`config.mk`:
```
export PLATFORM = sky130hd
export DESIGN_NAME = program_loader
export DESIGN_NICKNAME = d
export VERILOG_FILES = /design/src/rtl/program_loader_pkg.sv /design/src/rtl/program_loader.sv
export SDC_FILE = /design/constraint.sdc
export NUM_CORES = 1
export LEC_CHECK = 0
export ABC_CLOCK_PERIOD_IN_PS = 5350
export CAP_MARGIN = 30
export CORE_UTILIZATION = 56
export CTS_CLUSTER_DIAMETER = 30
export DETAILED_ROUTE_END_ITERATION = 7
export HOLD_SLACK_MARGIN = 0.12
export MAX_ROUTING_LAYER = met4
export PLACE_DENSITY = 0.86
export SLEW_MARGIN = 20
export SYNTH_ARGS = -nofsm -noshare
export SYNTH_HDL_FRONTEND = slang
export SYNTH_SLANG_ARGS = --single-unit
```
`constraint.sdc`:
```
create_clock -name clk -period 5.35 [get_ports clk]
set_input_delay 1.07 -clock clk [delete_from_list [all_inputs] [get_ports clk]]
set_output_delay 1.07 -clock clk [all_outputs]
set_load 0.01 [all_outputs]
```
`src/rtl/program_loader_pkg.sv`:
```
`default_nettype none
// ============================================================================
//  Module   : program_loader_pkg
//  Purpose  : Shared definitions for the boot-time program loader: default
//             sizing, frame start marker and the frame-parser state encoding.
//  Revision : 1.0 - initial release
// ============================================================================
package program_loader_pkg;

    localparam int unsigned     c_ADDR_W    = 4;
    localparam int unsigned     c_DATA_W    = 8;
    localparam logic [7:0]      c_SYNC_BYTE = 8'hA5;

    // Number of instruction words addressable with the given address width.
    function automatic int unsigned f_depth(input int unsigned addr_w);
        return 32'd1 << addr_w;
    endfunction

    localparam int unsigned     c_DEPTH     = f_depth(c_ADDR_W);

    typedef enum logic [2:0] {
        ST_IDLE  = 3'd0,
        ST_COUNT = 3'd1,
        ST_DATA  = 3'd2,
        ST_CSUM  = 3'd3,
        ST_DONE  = 3'd4,
        ST_ERROR = 3'd5
    } state_t;

endpackage
`default_nettype wire

```
`src/rtl/program_loader.sv`:
```
`default_nettype none
// ============================================================================
//  Module   : program_loader
//  Purpose  : Receives a framed byte stream (SYNC, COUNT, payload, CSUM) and
//             writes the payload to consecutive instruction-memory addresses
//             starting at 0. Holds the processor in reset until a frame with
//             a correct checksum has been loaded.
//  Ports    : clk, rst (async, active-high)
//             in_valid/in_data/in_ready - byte stream, consumed on
//                                         in_valid && in_ready at posedge clk
//             mem_we/mem_addr/mem_wdata - instruction memory write port
//             cpu_hold                  - 1 keeps the processor in reset
//             done / error              - status of the last frame
//  Revision : 1.0 - initial release
// ============================================================================
module program_loader
    import program_loader_pkg::*;
#(
    parameter int unsigned        ADDR_W    = c_ADDR_W,
    parameter int unsigned        DATA_W    = c_DATA_W,
    parameter logic [DATA_W-1:0]  SYNC_BYTE = c_SYNC_BYTE
) (
    input  logic                clk,
    input  logic                rst,
    input  logic                in_valid,
    input  logic [DATA_W-1:0]   in_data,
    output logic                in_ready,
    output logic                mem_we,
    output logic [ADDR_W-1:0]   mem_addr,
    output logic [DATA_W-1:0]   mem_wdata,
    output logic                cpu_hold,
    output logic                done,
    output logic                error
);

    localparam int unsigned     c_DEPTH_P  = f_depth(ADDR_W);
    localparam logic [31:0]     c_DEPTH_32 = 32'(c_DEPTH_P);
    localparam logic [ADDR_W:0] c_ADDR_ONE = {{ADDR_W{1'b0}}, 1'b1};

    state_t              r_state;
    state_t              w_state_nxt;

    // One bit wider than mem_addr so a full DEPTH-word frame can be counted
    // without wrapping before the checksum byte arrives.
    logic [ADDR_W:0]     r_addr;
    logic [ADDR_W:0]     w_addr_nxt;
    logic [ADDR_W:0]     r_cnt;
    logic [ADDR_W:0]     w_cnt_nxt;
    logic [DATA_W-1:0]   r_sum;
    logic [DATA_W-1:0]   w_sum_nxt;

    logic                r_in_ready;
    logic                r_mem_we;
    logic [ADDR_W-1:0]   r_mem_addr;
    logic [DATA_W-1:0]   r_mem_wdata;
    logic                r_cpu_hold;
    logic                r_done;
    logic                r_error;

    logic                w_we_nxt;
    logic [ADDR_W-1:0]   w_waddr_nxt;
    logic [DATA_W-1:0]   w_wdata_nxt;

    logic                w_acc;
    logic                w_is_sync;
    logic [31:0]         w_n_ext;
    logic                w_n_ok;
    logic [ADDR_W:0]     w_addr_inc;

    assign w_acc      = in_valid && r_in_ready;
    assign w_is_sync  = (in_data == SYNC_BYTE);
    assign w_n_ext    = 32'(in_data);
    assign w_n_ok     = (w_n_ext != 32'd0) && (w_n_ext <= c_DEPTH_32);
    assign w_addr_inc = r_addr + c_ADDR_ONE;

    // ------------------------------------------------------------------
    // Next-state and next-output logic
    // ------------------------------------------------------------------
    always_comb begin
        w_state_nxt = r_state;
        w_addr_nxt  = r_addr;
        w_cnt_nxt   = r_cnt;
        w_sum_nxt   = r_sum;
        w_we_nxt    = 1'b0;
        w_waddr_nxt = r_mem_addr;
        w_wdata_nxt = r_mem_wdata;

        if (w_acc) begin
            case (r_state)
                ST_IDLE, ST_DONE, ST_ERROR: begin
                    if (w_is_sync) begin
                        w_state_nxt = ST_COUNT;
                    end
                end
                ST_COUNT: begin
                    if (w_n_ok) begin
                        w_state_nxt = ST_DATA;
                        w_addr_nxt  = '0;
                        w_sum_nxt   = '0;
                        w_cnt_nxt   = w_n_ext[ADDR_W:0];
                    end else begin
                        w_state_nxt = ST_ERROR;
                    end
                end
                ST_DATA: begin
                    // A sync byte here is ordinary payload.
                    w_we_nxt    = 1'b1;
                    w_waddr_nxt = r_addr[ADDR_W-1:0];
                    w_wdata_nxt = in_data;
                    w_sum_nxt   = r_sum + in_data;
                    w_addr_nxt  = w_addr_inc;
                    if (w_addr_inc == r_cnt) begin
                        w_state_nxt = ST_CSUM;
                    end
                end
                ST_CSUM: begin
                    w_state_nxt = (in_data == r_sum) ? ST_DONE : ST_ERROR;
                end
                default: begin
                    w_state_nxt = ST_IDLE;
                end
            endcase
        end
    end

    // ------------------------------------------------------------------
    // State and output registers. Status flags are derived from the next
    // state so they change in the cycle right after the deciding byte.
    // ------------------------------------------------------------------
    always_ff @(posedge clk or posedge rst) begin
        if (rst) begin
            r_state     <= ST_IDLE;
            r_addr      <= '0;
            r_cnt       <= '0;
            r_sum       <= '0;
            r_in_ready  <= 1'b0;
            r_mem_we    <= 1'b0;
            r_mem_addr  <= '0;
            r_mem_wdata <= '0;
            r_cpu_hold  <= 1'b1;
            r_done      <= 1'b0;
            r_error     <= 1'b0;
        end else begin
            r_state     <= w_state_nxt;
            r_addr      <= w_addr_nxt;
            r_cnt       <= w_cnt_nxt;
            r_sum       <= w_sum_nxt;
            r_in_ready  <= 1'b1;
            r_mem_we    <= w_we_nxt;
            r_mem_addr  <= w_waddr_nxt;
            r_mem_wdata <= w_wdata_nxt;
            r_cpu_hold  <= (w_state_nxt != ST_DONE);
            r_done      <= (w_state_nxt == ST_DONE);
            r_error     <= (w_state_nxt == ST_ERROR);
        end
    end

    assign in_ready  = r_in_ready;
    assign mem_we    = r_mem_we;
    assign mem_addr  = r_mem_addr;
    assign mem_wdata = r_mem_wdata;
    assign cpu_hold  = r_cpu_hold;
    assign done      = r_done;
    assign error     = r_error;

endmodule
`default_nettype wire

```
* Word-level counts from Yosys, hierarchy flattened
Cells that the tools add are included.
** Word-level totals
- Flip-flop bits (word level) :: 38
- Memories :: 0
- RAM bits :: 0
- ROM bits :: 0
- Input bits :: 11
- Latch bits :: 0
** Operators by class
- Bitwise gates (word level) :: 0
- Eq/ne operators :: 12
- Reduce and logical (&&, ||, !) cells :: 9
- Add/subtract/negate cells :: 2
- Magnitude comparators :: 1
- Multiply operators :: 0
- Multiplexer cells :: 12
- Shift-type cells :: 0
- Div/mod/pow operators :: 0
** Operator list (count)
- 32-bit nonzero test :: 1
- 8-bit one-hot mux with 2 select lines :: 1
- 3-bit == test, second input constant :: 4
- 3-bit 2-to-1 mux :: 4
- 3-bit one-hot mux with 4 select lines :: 1
- 5-bit one-hot mux with 2 select lines :: 1
- 8-bit adder :: 1
- 8-bit == test :: 1
- 8-bit == test, second input constant :: 1
- 8-bit by 5-bit less-or-equal comparator with 1-bit output, second input constant :: 1
- 8-bit 2-to-1 mux :: 1
- 3-bit by 2-bit == test with 1-bit output, second input constant :: 2
- 3-bit AND reduction :: 2
- 5-bit by 1-bit adder with 5-bit output, second input constant :: 1
- 5-bit == test :: 1
- 5-bit 2-to-1 mux :: 1
- 3-bit by 1-bit == test with 1-bit output, second input constant :: 1
- 3-bit logical NOT :: 1
- 1-bit 2-to-1 mux :: 3
- 3-bit != test, second input constant :: 1
- 3-bit OR reduction :: 1
- 1-bit logical AND :: 2
- 2-bit != test, second input constant :: 1
- 2-bit AND reduction :: 1
- 2-bit nonzero test :: 1

* Longest topological paths before layout
Gate-level depths: netlist of run 1.
- Depth in word-level cells :: 6
- Depth in mapped cells :: 7

* Worst setup path before layout of run 1
OpenSTA, ideal clock, no wires.
- Path type :: input-to-reg
- Start :: in in_data[0]
- End :: reg r_sum[4]
- Path buffers :: 0
- Data required time :: 5.225 ns
- Data arrival time :: 2.464 ns
- Setup time :: 0.125 ns
- Slack :: 2.761 ns
- Stages :: 7
- Cell sequence :: ha_1 -> fa_1 -> a21o_1 -> a21oi_1 -> xor2_1 -> nor2_1 -> mux2_2
** On the way
- Word-level cells in the longest chain between the ends :: 4
- Elaborated cells on any way between the ends :: 7
- Those cells by class :: add/sub (1); order compare (1); eq/ne (1); mux (1); reduce/logical (3)
** Ends and longest elaborated chain
- start, declared :: RTL line program_loader.sv:26 : input logic [DATA_W-1:0] in_data,
- 8-bit by 5-bit less-or-equal comparator with 1-bit output or 32-bit nonzero test (tied branches) :: RTL line program_loader.sv:73 : assign w_n_ok = (w_n_ext != 32'd0) && (w_n_ext <= c_DEPTH_32);
- 1-bit logical AND :: RTL line program_loader.sv:73
- 2-bit != test (no line)
- 3-bit AND reduction (no line)
- end signal, assigned :: RTL line program_loader.sv:147 : r_sum <= w_sum_nxt;
- end, declared :: RTL line program_loader.sv:49 : logic [DATA_W-1:0] r_sum;
Parallel ways exist; a longest one is shown, timed or not.
A chain may end at the register's enable or synchronous reset.

* Worst setup path in the final report of run 1
- Start :: in in_data[7]
- End :: reg r_cnt[3]
** On the way
- Word-level cells in the longest chain between the ends :: 3
- Elaborated cells on any way between the ends :: 4
- Those cells by class :: order compare (1); reduce/logical (3)
** Ends and longest elaborated chain
- 8-bit by 5-bit less-or-equal comparator with 1-bit output or 32-bit nonzero test (tied branches) :: RTL line program_loader.sv:73
- 1-bit logical AND (*) :: RTL line program_loader.sv:73
- 3-bit AND reduction (no line) (*)
- end signal, assigned :: RTL line program_loader.sv:146 : r_cnt <= w_cnt_nxt;
- end, declared :: RTL line program_loader.sv:47 : logic [ADDR_W:0] r_cnt;
Every way passes the cells marked *; elsewhere a longest branch is shown, timed or not.

==> flow_metrics.tcl, run 1 <==
set metrics [dict create \
    ff2ff_path_depth 7 \
    via_count 1573 \
    buffer_ports.inserted 27 \
    detail_route.vias_per_cell 5.66 \
    gpl.final_weighted_congestion 1.04 \
    detail_route.wirelength_mm 4.05 \
    hold_path_class "reg2reg" \
    max-clock-path-buffers 2 \
    htree_levels 2 \
    clock_latency_ps 350 \
    critPathKind "in2reg" \
    ant_nets 0 \
    layout_min_cycle_time_ps 3060 \
    count_of_max_cap_constraint_violations 0 \
    route.detailed.wl_per_inst_um 14.6 \
    hpwl_mm 2.89 \
    final.setup_skew_ps 6.95 \
    groute.usage.overall 0.241 \
    die-area_mm2 0.00389 \
    clock-root-buffer "sky130_fd_sc_hd__clkbuf_4" \
    drt_first_pass_iters 4 \
    cp-end-kind "flip-flop" \
    yosys_register_bits 38 \
    global_route.overflow_total 0 \
    pwr_cell_area_mw_per_mm2 284 \
    timing.slew.headroom 0.486 \
    die_span_x_um 62.3 \
    cts.hold.buffers_added 0 \
    cts_resized 0 \
    final-max-slew-violation-count 0 \
    finalHoldViolCount 0 \
    ff_latch_area_um2 952 \
    fin_crit_sh 0.571 \
    syn_avg_cell_area_um2 10.1 \
    cts_tree "built" \
    worst_hold_path.num_cells 2 \
    synth_cells 201 \
    core.rowCount 21 \
    cts-buffers-inserted 5 \
    grt_start_max_net_pins 39 \
    cp_data_arrival_time_ps 3300 \
    setup_total_negative_slack_ps 0 \
    worst_path_maximum_fanout 12 \
    rrSetupSlack_ps 3050 \
    core_area_mm2 0.00342 \
    worst_ir_drop_vdd_v 0.000151 \
    multi_input_comb_area_mm2 0.00103 \
    mappedNetlistNets 221 \
    drt-initial-drc-count 93 \
    initial_utilization 0.597 \
    power.leakage_uw 0.00112 \
    area_growth_syn_to_layout_pct 18.8 \
    first_global_vias 1507 \
    dieHeight_um 62.3 \
    drive_above_1_share 0.121 \
    clk_pin_slew_worst_paths_ps 110 \
    ys_types 52 \
    grt_pass1_wl_mm 6.93 \
    yosysWarningCount 0 \
    io_pins 28 \
    syn_area_mm2 0.00204 \
    number_of_antenna_repair_diodes 0 \
    cts.sinks 38 \
    rsz0062_at_grt "false" \
    ys_seq_area_frac 0.467 \
    worst_slew_pin_slew_ps 767 \
    crit_required_ps 5590 \
    grt_antenna_before_repair 0 \
    outcome "complete, no violations" \
    drc 0 \
    post_cts_setup_bufs 0 \
    synth_enable_flop_cells 0 \
    hold-worst-slack_ps 484 \
    total_of_endpoints_with_negative_setup_slack_in_the_final_report 0 \
    crit_path_start_kind "input pin" \
    achievable-frequency_ghz 0.327 \
    dominantRegCellSynth "sky130_fd_sc_hd__dfrtp_1" \
    asr_flop_ratio_synth 1.00 \
    finalNetCount 251 \
    num-fill-cells 260 \
    total_power_uw 689 \
]
## layout by cell type (no fill, tap or decap), types with 2 or more instances in the layout
cell	count
sky130_fd_sc_hd__nor4_1	2
sky130_fd_sc_hd__o21ai_0	6
sky130_fd_sc_hd__mux2_2	8
sky130_fd_sc_hd__mux2i_1	2
sky130_fd_sc_hd__nor4b_1	3
sky130_fd_sc_hd__xor2_1	6
sky130_fd_sc_hd__xor3_1	2
sky130_fd_sc_hd__o22ai_1	4
sky130_fd_sc_hd__ha_1	8
sky130_fd_sc_hd__clkbuf_4	5
sky130_fd_sc_hd__nand2_1	51
sky130_fd_sc_hd__nor2_1	10
sky130_fd_sc_hd__a21oi_1	6
sky130_fd_sc_hd__buf_4	2
sky130_fd_sc_hd__nor3_1	3
sky130_fd_sc_hd__inv_1	3
sky130_fd_sc_hd__and2_1	2
sky130_fd_sc_hd__nand3_1	4
sky130_fd_sc_hd__xnor2_1	7
sky130_fd_sc_hd__or2_2	2
sky130_fd_sc_hd__dfrtp_1	37
sky130_fd_sc_hd__clkdlybuf4s50_1	27
## worst paths after layout
path / startpoint / endpoint
worst max-delay path: in_data[7] / r_cnt[3]$_DFFE_PP0P_
worst min-delay path: mem_addr[1]$_DFFE_PP0P_ / mem_addr[1]$_DFFE_PP0P_
worst max register to register: r_state[1]$_DFF_PP0_ / r_sum[7]$_DFFE_PP0P_
worst min register to register: mem_addr[1]$_DFFE_PP0P_ / mem_addr[1]$_DFFE_PP0P_
max in group asynchronous: rst / cpu_hold$_DFF_PP1_
min in group asynchronous: rst / r_cnt[0]$_DFFE_PP0P_
## final cells by class
class	count	share of cell area
inverters	4	0.00672
multi-input cells	153	0.426
well taps	46	0.0238
clock inverters	2	0.0155
flip-flops and latches	38	0.393
clock buffers	6	0.0171
repair buffers	29	0.118
## cell families after synthesis
| family | share of synthesized area |
|---|---|
| other | 0.00184 |
| multiplexers | 0.0540 |
| buffers and inverters | 0.0270 |
| flip-flops | 0.467 |
| adder cells (fa/ha/maj) | 0.0589 |
| AND/OR/NAND/NOR | 0.203 |
| AO/OA/AOI/OAI | 0.109 |
| XOR/XNOR | 0.0792 |
## metrics by stage
| step | std cells | cell area, um2 | setup WS, ps | util |
|---|---|---|---|---|
| after floorplan | 201 | 2040 | 2760 | - |
| after global placement | 270 | 2340 | 1990 | 0.686 |
| after detailed placement | 270 | 2340 | 1910 | 0.686 |
| after CTS | 278 | 2420 | 2300 | 0.709 |
| after global routing | 278 | 2420 | 2210 | 0.709 |
| final | 278 | 2420 | 2290 | 0.709 |
## cell usage after synthesis, types with 2 or more instances
| cell | instances | area share |
|---|---|---|
| sky130_fd_sc_hd__a21oi_1 | 6 | 0.015 |
| sky130_fd_sc_hd__and2_1 | 2 | 0.0061 |
| sky130_fd_sc_hd__buf_4 | 2 | 0.0074 |
| sky130_fd_sc_hd__clkbuf_1 | 2 | 0.0037 |
| sky130_fd_sc_hd__dfrtp_1 | 37 | 0.45 |
| sky130_fd_sc_hd__ha_1 | 8 | 0.049 |
| sky130_fd_sc_hd__inv_1 | 3 | 0.0055 |
| sky130_fd_sc_hd__mux2_2 | 8 | 0.044 |
| sky130_fd_sc_hd__mux2i_1 | 2 | 0.0098 |
| sky130_fd_sc_hd__nand2_1 | 51 | 0.094 |
| sky130_fd_sc_hd__nand3_1 | 4 | 0.0098 |
| sky130_fd_sc_hd__nor2_1 | 10 | 0.018 |
| sky130_fd_sc_hd__nor3_1 | 3 | 0.0074 |
| sky130_fd_sc_hd__nor4_1 | 2 | 0.0061 |
| sky130_fd_sc_hd__nor4b_1 | 3 | 0.013 |
| sky130_fd_sc_hd__o21ai_0 | 6 | 0.015 |
| sky130_fd_sc_hd__o22ai_1 | 4 | 0.012 |
| sky130_fd_sc_hd__or2_2 | 2 | 0.0061 |
| sky130_fd_sc_hd__xnor2_1 | 7 | 0.030 |
| sky130_fd_sc_hd__xor2_1 | 6 | 0.026 |
| sky130_fd_sc_hd__xor3_1 | 2 | 0.023 |
## worst max-delay path: stages
cell and delay, ps:
sky130_fd_sc_hd__clkdlybuf4s50_1 540, sky130_fd_sc_hd__nor4_1 340, sky130_fd_sc_hd__mux2i_1 240, sky130_fd_sc_hd__nor3_2 680, sky130_fd_sc_hd__mux2_2 420
## metal layers
metal,part of all wire,GRT usage,up-vias
li1,-,-,760
met1,0.43,0.299,746
met2,0.49,0.385,55
met3,0.047,0.0551,12
met4,0.026,0.0959,0
met5,0,-,-
## power breakdown
part	switching (uW)	leakage (uW)	total, uW	internal (uW)
registers	26.2	0.000508	347	320
logic	64.7	0.000573	146	81.5
clock network	97.3	0.0000385	196	98.6
## sequential cells by signal, indices dropped and copies added, names as in the netlist
signal and cells:
mem_wdata 8, r_addr 5, r_cnt 5, mem_addr 4
r_sum 8, cpu_hold 1, r_state 3, mem_we 1
done 1, in_ready 1, error 1
No activity file was read; power rests on OpenSTA's default activity.
==> inputs of run 2 (changes only) <==
--- a/config.mk
+++ b/config.mk
@@ -5,14 +5,14 @@
 export SDC_FILE = /design/constraint.sdc
 export NUM_CORES = 1
 export LEC_CHECK = 0
-export ABC_CLOCK_PERIOD_IN_PS = 5350
+export ABC_CLOCK_PERIOD_IN_PS = 3200
 export CAP_MARGIN = 30
-export CORE_UTILIZATION = 56
+export CORE_UTILIZATION = 54
 export CTS_CLUSTER_DIAMETER = 30
 export DETAILED_ROUTE_END_ITERATION = 7
 export HOLD_SLACK_MARGIN = 0.12
 export MAX_ROUTING_LAYER = met4
-export PLACE_DENSITY = 0.86
+export PLACE_DENSITY = 0.84
 export SLEW_MARGIN = 20
 export SYNTH_ARGS = -nofsm -noshare
 export SYNTH_HDL_FRONTEND = slang
==> constraint.sdc (replaced) <==
create_clock -name clk -period 3.2 [get_ports clk]
set_input_delay 0.64 -clock clk [delete_from_list [all_inputs] [get_ports clk]]
set_output_delay 0.64 -clock clk [all_outputs]
set_load 0.01 [all_outputs]
==> run 2 against run 1 <==
- clock-buffer cell count grew 1
- final area is 3.1% higher
- clock power rose by 110%
- power grew 82%
- clock skew shrank 4.1 ps
- critical path depth did not move
- combinational power is 73% higher
- largest power group unchanged
==> flow_metrics.tcl, run 2 (synthesis gave the netlist of run 1 again) <==
set metrics [dict create \
    outcome "complete, no violations" \
    cts-buffers-inserted 5 \
    fin_crit_sh 0.858 \
    p_comb_frac 0.201 \
    grt_antenna_before_repair 0 \
    final.setup_skew_ps 2.81 \
    worstSetupPathDepth 5 \
    die_span_x_um 63.4 \
    final_cell_count_no_fill 283 \
    htree_levels 2 \
    post_cts_setup_bufs 0 \
    rrSetupSlack_ps 870 \
    max-clock-path-buffers 2 \
    die-area_mm2 0.00402 \
    buffer_ports.inserted 27 \
    drive_above_1_share 0.139 \
    first_global_vias 1574 \
    layout.cells.most_common_list "sky130_fd_sc_hd__nand2_1, sky130_fd_sc_hd__dfrtp_1, sky130_fd_sc_hd__clkdlybuf4s50_1" \
    worst_ir_drop_vdd_v 0.000328 \
    power.leakage_uw 0.00116 \
    achievable-frequency_ghz 0.364 \
    internal-power_uw 930 \
    clock-root-buffer "sky130_fd_sc_hd__clkbuf_8" \
    setup_total_negative_slack_ps 0 \
    clock_latency_ps 290 \
    multi_input_comb_area_mm2 0.00103 \
    ant_nets 0 \
    ff2ff_path_depth 6 \
    crit_path_start_kind "input pin" \
    worst_slew_pin_slew_ps 899 \
    cp_num_buf_inv 1 \
    hold-worst-slack_ps 475 \
    timing.critical_path.slowest_cell_delay_ps 750 \
    area_growth_syn_to_layout_pct 22.5 \
    initial_utilization 0.588 \
    total_power_uw 1250 \
    clk_pin_slew_worst_paths_ps 70 \
    critPathKind "in2reg" \
    hold_path_class "reg2reg" \
    grt_start_max_net_pins 39 \
    mostFrequentLayoutCell "sky130_fd_sc_hd__nand2_1" \
    count_of_max_cap_constraint_violations 0 \
    worst_setup_path_endpoint "r_cnt[4]$_DFFE_PP0P_" \
    standard_cell_with_the_maximum_stage_delay_on_the_critical_path "sky130_fd_sc_hd__nor3_2" \
    seq_power_share 0.463 \
    detail_route.wirelength_mm 4.38 \
    final-max-slew-violation-count 0 \
    crit_required_ps 3380 \
    p_switching_uw 323 \
    cp-end-kind "flip-flop" \
    clock_power_share 0.336 \
    global_route.overflow_total 0 \
    cts.sinks 38 \
    groute.usage.overall 0.262 \
    route.detailed.wl_per_inst_um 15.5 \
    worst_r2r_startpoint "r_state[1]$_DFF_PP0_" \
    rsz0062_at_grt "false" \
    total_of_endpoints_with_negative_setup_slack_in_the_final_report 0 \
    ff_latch_area_um2 952 \
    worst_path_maximum_fanout 12 \
    core.rowCount 21 \
    num-fill-cells 269 \
    dp_cells 275 \
    cts_resized 0 \
    finalNetCount 256 \
    layout_min_cycle_time_ps 2750 \
    io_pins 28 \
    drt-initial-drc-count 82 \
    detail_route.vias_per_cell 5.57 \
    path_cells "clkdlybuf4s50_1 -> nor4b_1 -> mux2i_1 -> nor3_2 -> mux2_2" \
    dieHeight_um 63.4 \
    timing.slew.headroom 0.398 \
    critical_path.top_delay_family "simple AND/OR/NAND/NOR gates" \
    drc 0 \
    cp_data_arrival_time_ps 2920 \
    hpwl_mm 3.07 \
    pwr_cell_area_mw_per_mm2 502 \
    worstReg2RegEnd "r_sum[7]$_DFFE_PP0P_" \
    gpl.final_weighted_congestion 0.909 \
    number_of_antenna_repair_diodes 0 \
    cts_tree "built" \
    core_area_mm2 0.00347 \
    finalHoldViolCount 0 \
    drt_first_pass_iters 4 \
    grt_pass1_wl_mm 7.62 \
    via_count 1576 \
    cts.hold.buffers_added 0 \
    switching_share_of_power 0.258 \
    crit_start "in_data[4]" \
]
==> run 2: worst min path at each step <==
| stage | from | to | slack [ps] | cells after the start |
|---|---|---|---|---|
| after floorplan | r_cnt[4]$_DFFE_PP0P_ | r_cnt[4]$_DFFE_PP0P_ | 480 | 1 |
| after global placement | mem_addr[2]$_DFFE_PP0P_ | mem_addr[2]$_DFFE_PP0P_ | 460 | 2 |
| after detailed placement | mem_addr[3]$_DFFE_PP0P_ | mem_addr[3]$_DFFE_PP0P_ | 460 | 2 |
| after CTS | mem_addr[3]$_DFFE_PP0P_ | mem_addr[3]$_DFFE_PP0P_ | 480 | 2 |
| after global routing | mem_addr[3]$_DFFE_PP0P_ | mem_addr[3]$_DFFE_PP0P_ | 500 | 2 |
| final | mem_addr[3]$_DFFE_PP0P_ | mem_addr[3]$_DFFE_PP0P_ | 480 | 2 |
==> run 2: layout make-up <==
type | instances | area share
Inverter | 4 | 0.00652
Tap cell | 46 | 0.0231
Timing Repair Buffer | 34 | 0.129
Sequential cell | 38 | 0.381
Clock inverter | 1 | 0.0120
Multi-Input combinational cell | 153 | 0.413
Clock buffer | 7 | 0.0346
==> run 2: power groups by stage <==
stage	Clock [uW]	Sequential [uW]	Combinational [uW]
finish	421	580	252
global route	456	587	279
detailed placement	0	586	249
CTS	428	579	252
floorplan	0	588	146
global placement	0	584	245
==> run 2: layer usage <==
metal  wire length (um)  share of wire  track usage
met5                  0              0            -
met4                 74          0.017        0.102
met3                152          0.035       0.0489
met2               2200           0.50        0.416
met1               1950           0.45        0.331
==> run 2: worst min-delay path, stage by stage (launching register included) <==
cell	delay (ps)
sky130_fd_sc_hd__dfrtp_1	340
sky130_fd_sc_hd__nand2_1	50
sky130_fd_sc_hd__nand2_1	50
==> run 2: stage by stage <==
step,util,setup slack (ps),instance area (um2)
2_1_floorplan,-,1040,2040
3_3_place_gp,0.686,312,2380
3_5_place_dp,0.686,272,2380
4_1_cts,0.720,494,2500
5_1_grt,0.720,363,2500
6_report,0.720,454,2500
